**src/rtl/oscilo_pkg.sv**
```systemverilog
// rtl/oscilo_pkg.sv - shared constants and state encoding for the oscilloscope capture path
package oscilo_pkg;

  // First byte of every frame so the host can find frame boundaries
  localparam logic [7:0] SYNC_BYTE = 8'hA5;

  typedef enum logic [2:0] {
    S_IDLE     = 3'd0,
    S_HEADER   = 3'd1,
    S_LENGTH   = 3'd2,
    S_READ     = 3'd3,
    S_SEND     = 3'd4,
    S_WAIT     = 3'd5,
    S_CHECKSUM = 3'd6,
    S_FINISH   = 3'd7
  } sr_state_t;

  // Length field carries (count-1) so a full 256-sample frame still fits in one byte
  function automatic logic [7:0] length_byte(input int count);
    return 8'((count - 1) % 256);
  endfunction

endpackage

```
**src/rtl/sample_reader.sv**
```systemverilog
// rtl/sample_reader.sv - streams one framed block of memory samples to the UART transmitter
module sample_reader
  import oscilo_pkg::*;
#(
  parameter int DATA_WIDTH   = 8,
  parameter int ADDR_WIDTH   = 8,
  parameter int SAMPLE_COUNT = 256
) (
  input  logic                  clk,
  input  logic                  reset,
  input  logic                  activate,
  output logic                  done,
  output logic [ADDR_WIDTH-1:0] mem_addr,
  input  logic [DATA_WIDTH-1:0] mem_data,
  output logic                  mem_oe,
  output logic [7:0]            tx_data,
  output logic                  tx_start,
  input  logic                  tx_active,
  input  logic                  tx_done
);

  localparam logic [7:0]            LEN_BYTE  = length_byte(SAMPLE_COUNT);
  localparam logic [ADDR_WIDTH-1:0] LAST_ADDR = ADDR_WIDTH'(SAMPLE_COUNT - 1);

  sr_state_t             state;
  // Remembers which byte WAIT is waiting on, so one WAIT state serves the whole frame
  sr_state_t             ret_state;
  logic [ADDR_WIDTH-1:0] counter;
  logic [7:0]            sum;
  logic [DATA_WIDTH-1:0] data_reg;

  // Memory read port: address always follows the counter, enable only while reading
  always_comb begin
    mem_addr = counter;
    mem_oe   = (state == S_READ);
  end

  // Frame sequencer: header, length, samples, checksum, with abort on activate loss
  always_ff @(posedge clk or posedge reset) begin
    if (reset) begin
      state     <= S_IDLE;
      ret_state <= S_IDLE;
      counter   <= '0;
      sum       <= '0;
      data_reg  <= '0;
      tx_data   <= '0;
      tx_start  <= 1'b0;
      done      <= 1'b0;
    end else begin
      // tx_start is a single-cycle pulse; every issue below re-arms it for one cycle only
      tx_start <= 1'b0;
      if (!activate && state != S_IDLE && state != S_FINISH) begin
        // A byte already handed to the UART finishes by itself; nothing new is started
        state <= S_IDLE;
      end else begin
        case (state)
          S_IDLE: begin
            if (activate) begin
              counter <= '0;
              sum     <= '0;
              state   <= S_HEADER;
            end
          end
          S_HEADER: begin
            if (!tx_active) begin
              tx_data   <= SYNC_BYTE;
              tx_start  <= 1'b1;
              ret_state <= S_HEADER;
              state     <= S_WAIT;
            end
          end
          S_LENGTH: begin
            if (!tx_active) begin
              tx_data   <= LEN_BYTE;
              tx_start  <= 1'b1;
              ret_state <= S_LENGTH;
              state     <= S_WAIT;
            end
          end
          S_READ: begin
            data_reg <= mem_data;
            sum      <= sum + mem_data[7:0];
            state    <= S_SEND;
          end
          S_SEND: begin
            if (!tx_active) begin
              tx_data   <= data_reg[7:0];
              tx_start  <= 1'b1;
              ret_state <= S_SEND;
              state     <= S_WAIT;
            end
          end
          S_CHECKSUM: begin
            if (!tx_active) begin
              tx_data   <= sum;
              tx_start  <= 1'b1;
              ret_state <= S_CHECKSUM;
              state     <= S_WAIT;
            end
          end
          S_WAIT: begin
            if (tx_done) begin
              case (ret_state)
                S_HEADER: state <= S_LENGTH;
                S_LENGTH: state <= S_READ;
                S_SEND: begin
                  if (counter == LAST_ADDR) begin
                    state <= S_CHECKSUM;
                  end else begin
                    counter <= counter + ADDR_WIDTH'(1);
                    state   <= S_READ;
                  end
                end
                S_CHECKSUM: begin
                  done  <= 1'b1;
                  state <= S_FINISH;
                end
                default: state <= S_IDLE;
              endcase
            end
          end
          S_FINISH: begin
            if (!activate) begin
              done  <= 1'b0;
              state <= S_IDLE;
            end
          end
          default: state <= S_IDLE;
        endcase
      end
    end
  end

endmodule

```
**config.mk**
```make
export PLATFORM = sky130hd
export DESIGN_NAME = sample_reader
export DESIGN_NICKNAME = d
export VERILOG_FILES = /design/src/rtl/oscilo_pkg.sv /design/src/rtl/sample_reader.sv
export SDC_FILE = /design/constraint.sdc
export NUM_CORES = 1
export LEC_CHECK = 0
export BUFFER_PORTS_ARGS = -buffer_cell sky130_fd_sc_hd__buf_2
export CAP_MARGIN = 30
export CORE_UTILIZATION = 40
export CTS_CLUSTER_DIAMETER = 80
export CTS_CLUSTER_SIZE = 8
export DETAILED_ROUTE_END_ITERATION = 12
export SLEW_MARGIN = 5
export SYNTH_ARGS = -nofsm -noshare
export SYNTH_HDL_FRONTEND = slang
export SYNTH_SLANG_ARGS = --single-unit
```
**constraint.sdc**
```tcl
create_clock -name clk -period 1.92 [get_ports clk]
set_input_delay 0.192 -clock clk [delete_from_list [all_inputs] [get_ports clk]]
set_output_delay 0.192 -clock clk [all_outputs]
set_load 0.01 [all_outputs]
```
After elaboration in Yosys (flattened, before gate mapping)
Index checks and enable logic that the tools add are counted.
Word-level totals
  word-level logic and storage cells: 85
  input bits: 13
  flip-flop bits (word level): 40
  output and inout port bits: 19
Operators by class
  muxes and demuxes: 31
  add/subtract/negate cells: 2
  bitwise operators: 1
  reductions and logical operators: 16
  equal/unequal tests: 27
Operators with widths (number)
  8-bit 2-to-1 mux: 8
  8-bit case mux with 2 select lines: 2
  8-bit case mux with 4 select lines: 1
  3-bit 2-to-1 mux: 10
  3-bit case mux with 4 select lines: 2
  3-bit == test, second input constant: 6
  2-bit inequality test, second input constant: 9
  3-bit case mux with 5 select lines: 1
  3-bit inequality test, second input constant: 4
  6-bit AND reduction: 2
  3-bit by 2-bit == test with 1-bit output, second input constant: 3
  8-bit by 1-bit adder with 8-bit output, second input constant: 1
  8-bit adder: 1
  8-bit == test, second input constant: 1
  3-bit by 1-bit == test with 1-bit output, second input constant: 2
  1-bit 2-to-1 mux: 6
  2-bit nonzero test: 3
  5-bit AND reduction: 1
  4-bit AND reduction: 1
  4-bit nonzero test: 1
  4-bit OR reduction: 1
  3-bit logical NOT: 1
  3-bit by 2-bit inequality test with 1-bit output, second input constant: 1
  3-bit AND reduction: 1
  7 further kinds: 8

Longest topological paths before layout
  depth after elaboration: 6
  mapped depth: 8

Least setup slack after synthesis
Ideal clock, no wire load.
  path kind: register to register
  start point: reg sum[4]
  end point: reg sum[7]
  path buffers: 0
  period minus slack after synthesis: 1.870 ns
  data arrival time: 1.792 ns
  required time: 1.842 ns
  cell stages (with the launch flop): 7
  setup slack: 0.050 ns
  cells stage by stage: dfrtp_1 > ha_1 > nand2_1 > o311a_1 > or3_1 > a211oi_1 > o21bai_1
On the way
  word-level cells in the longest chain between the ends: 2
Ends and longest elaborated chain
  start, declared: RTL line sample_reader.sv:29  | logic [7:0] sum;
  start signal, assigned: RTL line sample_reader.sv:82  | sum <= sum + mem_data[7:0];
  8-bit adder: RTL line sample_reader.sv:82
  8-bit case mux with 2 select lines: RTL line sample_reader.sv:56  | case (state)
No other way between the ends.
A chain may end at the register's enable or synchronous reset.

Worst setup path in the final report
  start point: reg sum[2]
  end point: reg sum[7]
Same word-level chain as after synthesis.

==> results_dict.tcl <==
set metrics [dict create \
    status "finished, final reports clean" \
    maxCapViolCount 0 \
    hpwlAfterDp_mm 3.697 \
    antennaDiodeCount 0 \
    min_period_ps 1864 \
    async_flop_share_pct 100.0 \
    grtUsageTotal_pct 18.68 \
    die_y_um 77.68 \
    setup_viol_count_final 0 \
    fin_setup_tns_ps 0 \
    switching_power_mw 1.336 \
    rows 27 \
    synth_nets 278 \
    clk_latency_ps 300 \
    setup_ws_ps 55.79 \
    io_buffers 31 \
    min_path_type "in -> async" \
    cpMaxStageDelayCell "dfrtp_1" \
    p_comb_share_pct 44.8 \
    stdcell_area_um2 2789 \
    first_pass_iters 4 \
    syn_avg_cell_area_um2 8.949 \
    wl_mm 5.132 \
    syn_area_um2 2291 \
    cp_top_family "compound AO/OA/AOI/OAI gates" \
    synth_cells 256 \
    avgViaCountPerCell 5.239 \
    num_vias 1970 \
    gr-total-overflow 0 \
    clkTransAtPathRegs_ps 80 \
    dp_slack_ps -26.15 \
    drv_slew 0 \
    drt-initial-drc-count 152 \
    cts_sinks 40 \
    whs_ps 9.260 \
    p_int_mw 2.081 \
    rsz0062_at_grt "true" \
    worstPathCellList "ha_1 > nor2_1 > o311a_1 > or3_4 > a211oi_2 > o21bai_1" \
    final_common_cell "nand2_1" \
    holdBufCountCts 0 \
    r2r_slack_ps 60 \
    fmaxAchievable_mhz 536.4 \
    seqPwrFrac_pct 37.9 \
    syn_to_final_growth_pct 21.74 \
    max_slew_margin_pct 57.60 \
    arrival_ps 2090 \
    crit_path_end_kind "flop" \
    final_antenna_net_count 0 \
    path_buf_inv 0 \
    routedWlPerCell_um 13.65 \
    rr_worst_depth 6 \
    num_io_pins 32 \
    grt_pass1_wl_mm 8.880 \
    cts_tree "built" \
    ys_ff_latch 40 \
    gp_congestion 0.8176 \
    crit_type "reg -> reg" \
    cp.required_ps 2150 \
    root_buffer "clkbuf_8" \
    vdd_drop_max_v 0.0005534 \
    r2r_start "sum[2]" \
    yosysWarnings 0 \
    synth_seq_area_share_pct 43.69 \
    worst_slew_pin_slew_ps 633.7 \
    leakage_nw 1.316 \
    core_um2 5507 \
    reg2reg_to "sum[7]" \
    max_stage_delay_ps 400 \
    dieArea_um2 6034 \
    start_kind "flop" \
    hold_viol 0 \
    nets 325 \
    p_per_area_nw_per_um2 1225 \
    finalClockSkew_ps 8.194 \
    grt_pass1_vias 1919 \
    clkPwrFrac_pct 17.3 \
    fill_cells 556 \
    layout_common_cells "nand2_1, dfrtp_1, buf_2" \
    dpl_cell_area_um2 2645 \
    switching_share_pct 39.10 \
    clockBufferDepth 2 \
    synth_ff_type "dfrtp_1" \
    fin_crit_sh_pct 97.09 \
    h-tree-depth 2 \
    ys_types 48 \
    drc 0 \
    fp.dieW_um 77.68 \
    grt_max_degree 41 \
    cts_buffers 5 \
    start_util_pct 41.60 \
    antenna_found_initial 0 \
    synth-edff-count 0 \
    worst-path-max-fanout 3 \
    drive_gt1_share_pct 24.34 \
]
-- logic make-up (layout without fill, tap and decap cells) --
group / count (synthesis) / after routing / share of synthesized area, %
compound gates: 74 / 74 / 21.63
xor+xnor: 8 / 8 / 3.059
fa+ha+maj: 9 / 9 / 5.243
buf+inv: 22 / 70 / 3.987
flops: 40 / 40 / 43.69
mux: 2 / 2 / 0.8739
simple gates: 101 / 101 / 21.52
-- how the worst max path moves through the flow --
stage / startpoint / to / depth (start not counted)
floorplan: sum[4] / sum[7] / 6
global placement: sum[4] / sum[7] / 6
detailed placement: sum[4] / sum[7] / 6
CTS: sum[4] / sum[7] / 6
global route: sum[2] / sum[7] / 6
finish: sum[2] / sum[7] / 6
-- routing by layer --
metal / global-route usage (%) / wire (µm) / vias up
met3: 5.529 / 216 / 5
met1: 24.07 / 2480 / 935
met4: 5.283 / 46 / 0
li1: - / - / 1001
met2: 30.27 / 2388 / 29
met5: 0 / 0 / -
-- worst min-delay path, cell delays in order --
cell and delay [ps]:
buf_2 100, inv_1 40, buf_4 430
-- area by class of cell --
class                      instances  area [µm²]  area share (%)
multi-input combinational        194        1242           44.55
clock buffer                       6       82.58           2.961
clock inverter                     2       10.01          0.3589
inverter                          10       37.54           1.346
tap                               72       90.09           3.230
sequential                        40        1001           35.89
timing repair buffer              52       325.3           11.66
-- metrics by stage --
step	power, mW	instances	util, %
3_3_place_gp	2.788	367	48.03
6_report	3.417	376	50.65
2_1_floorplan	2.305	256	-
4_1_cts	3.410	375	50.01
3_5_place_dp	2.805	367	48.03
5_1_grt	3.709	376	50.65
-- power by group through the flow --
stage | Sequential (mW) | Combinational (mW) | Clock [mW]
after floorplan | 1.29 | 1.02 | 0
after global placement | 1.30 | 1.49 | 0
after detailed placement | 1.31 | 1.50 | 0
after CTS | 1.29 | 1.52 | 0.601
after global routing | 1.33 | 1.74 | 0.642
final | 1.30 | 1.53 | 0.592
-- cell usage after synthesis (all sizes together), types with 2 or more instances --
cell / n / share of area [%]
o21ai: 24 / 5.2
nor2b: 2 / 0.55
a21boi: 4 / 1.3
a22o: 3 / 1.1
and3: 3 / 0.82
nand2b: 5 / 1.4
o221ai: 2 / 0.76
inv: 10 / 1.6
nand4: 2 / 0.55
or3: 2 / 0.55
nand3: 6 / 1.3
and2: 4 / 1.1
o311a: 2 / 0.87
dfrtp: 40 / 44
ha: 8 / 4.4
nand2: 50 / 8.2
nor3: 4 / 1.4
clkbuf: 6 / 0.98
nand3b: 2 / 0.66
xnor2: 7 / 2.7
buf: 6 / 1.4
nor4: 2 / 0.55
a31oi: 2 / 0.55
o21bai: 4 / 1.3
a31o: 2 / 0.76
nor2: 15 / 2.5
a21oi: 11 / 2.6
a211oi: 6 / 2.0
mux2i: 2 / 0.87
o31ai: 5 / 1.6
a21o: 2 / 0.66
-- what timing repair did --
item                                    CTS  global route
endpoints found under the setup margin    2             2
hold endpoints to repair                  0             0
setup buffers                             0             1
gates resized for setup                   2             5
pin swaps                                 1             3
Note: power is estimated with default switching activity, not from simulation.
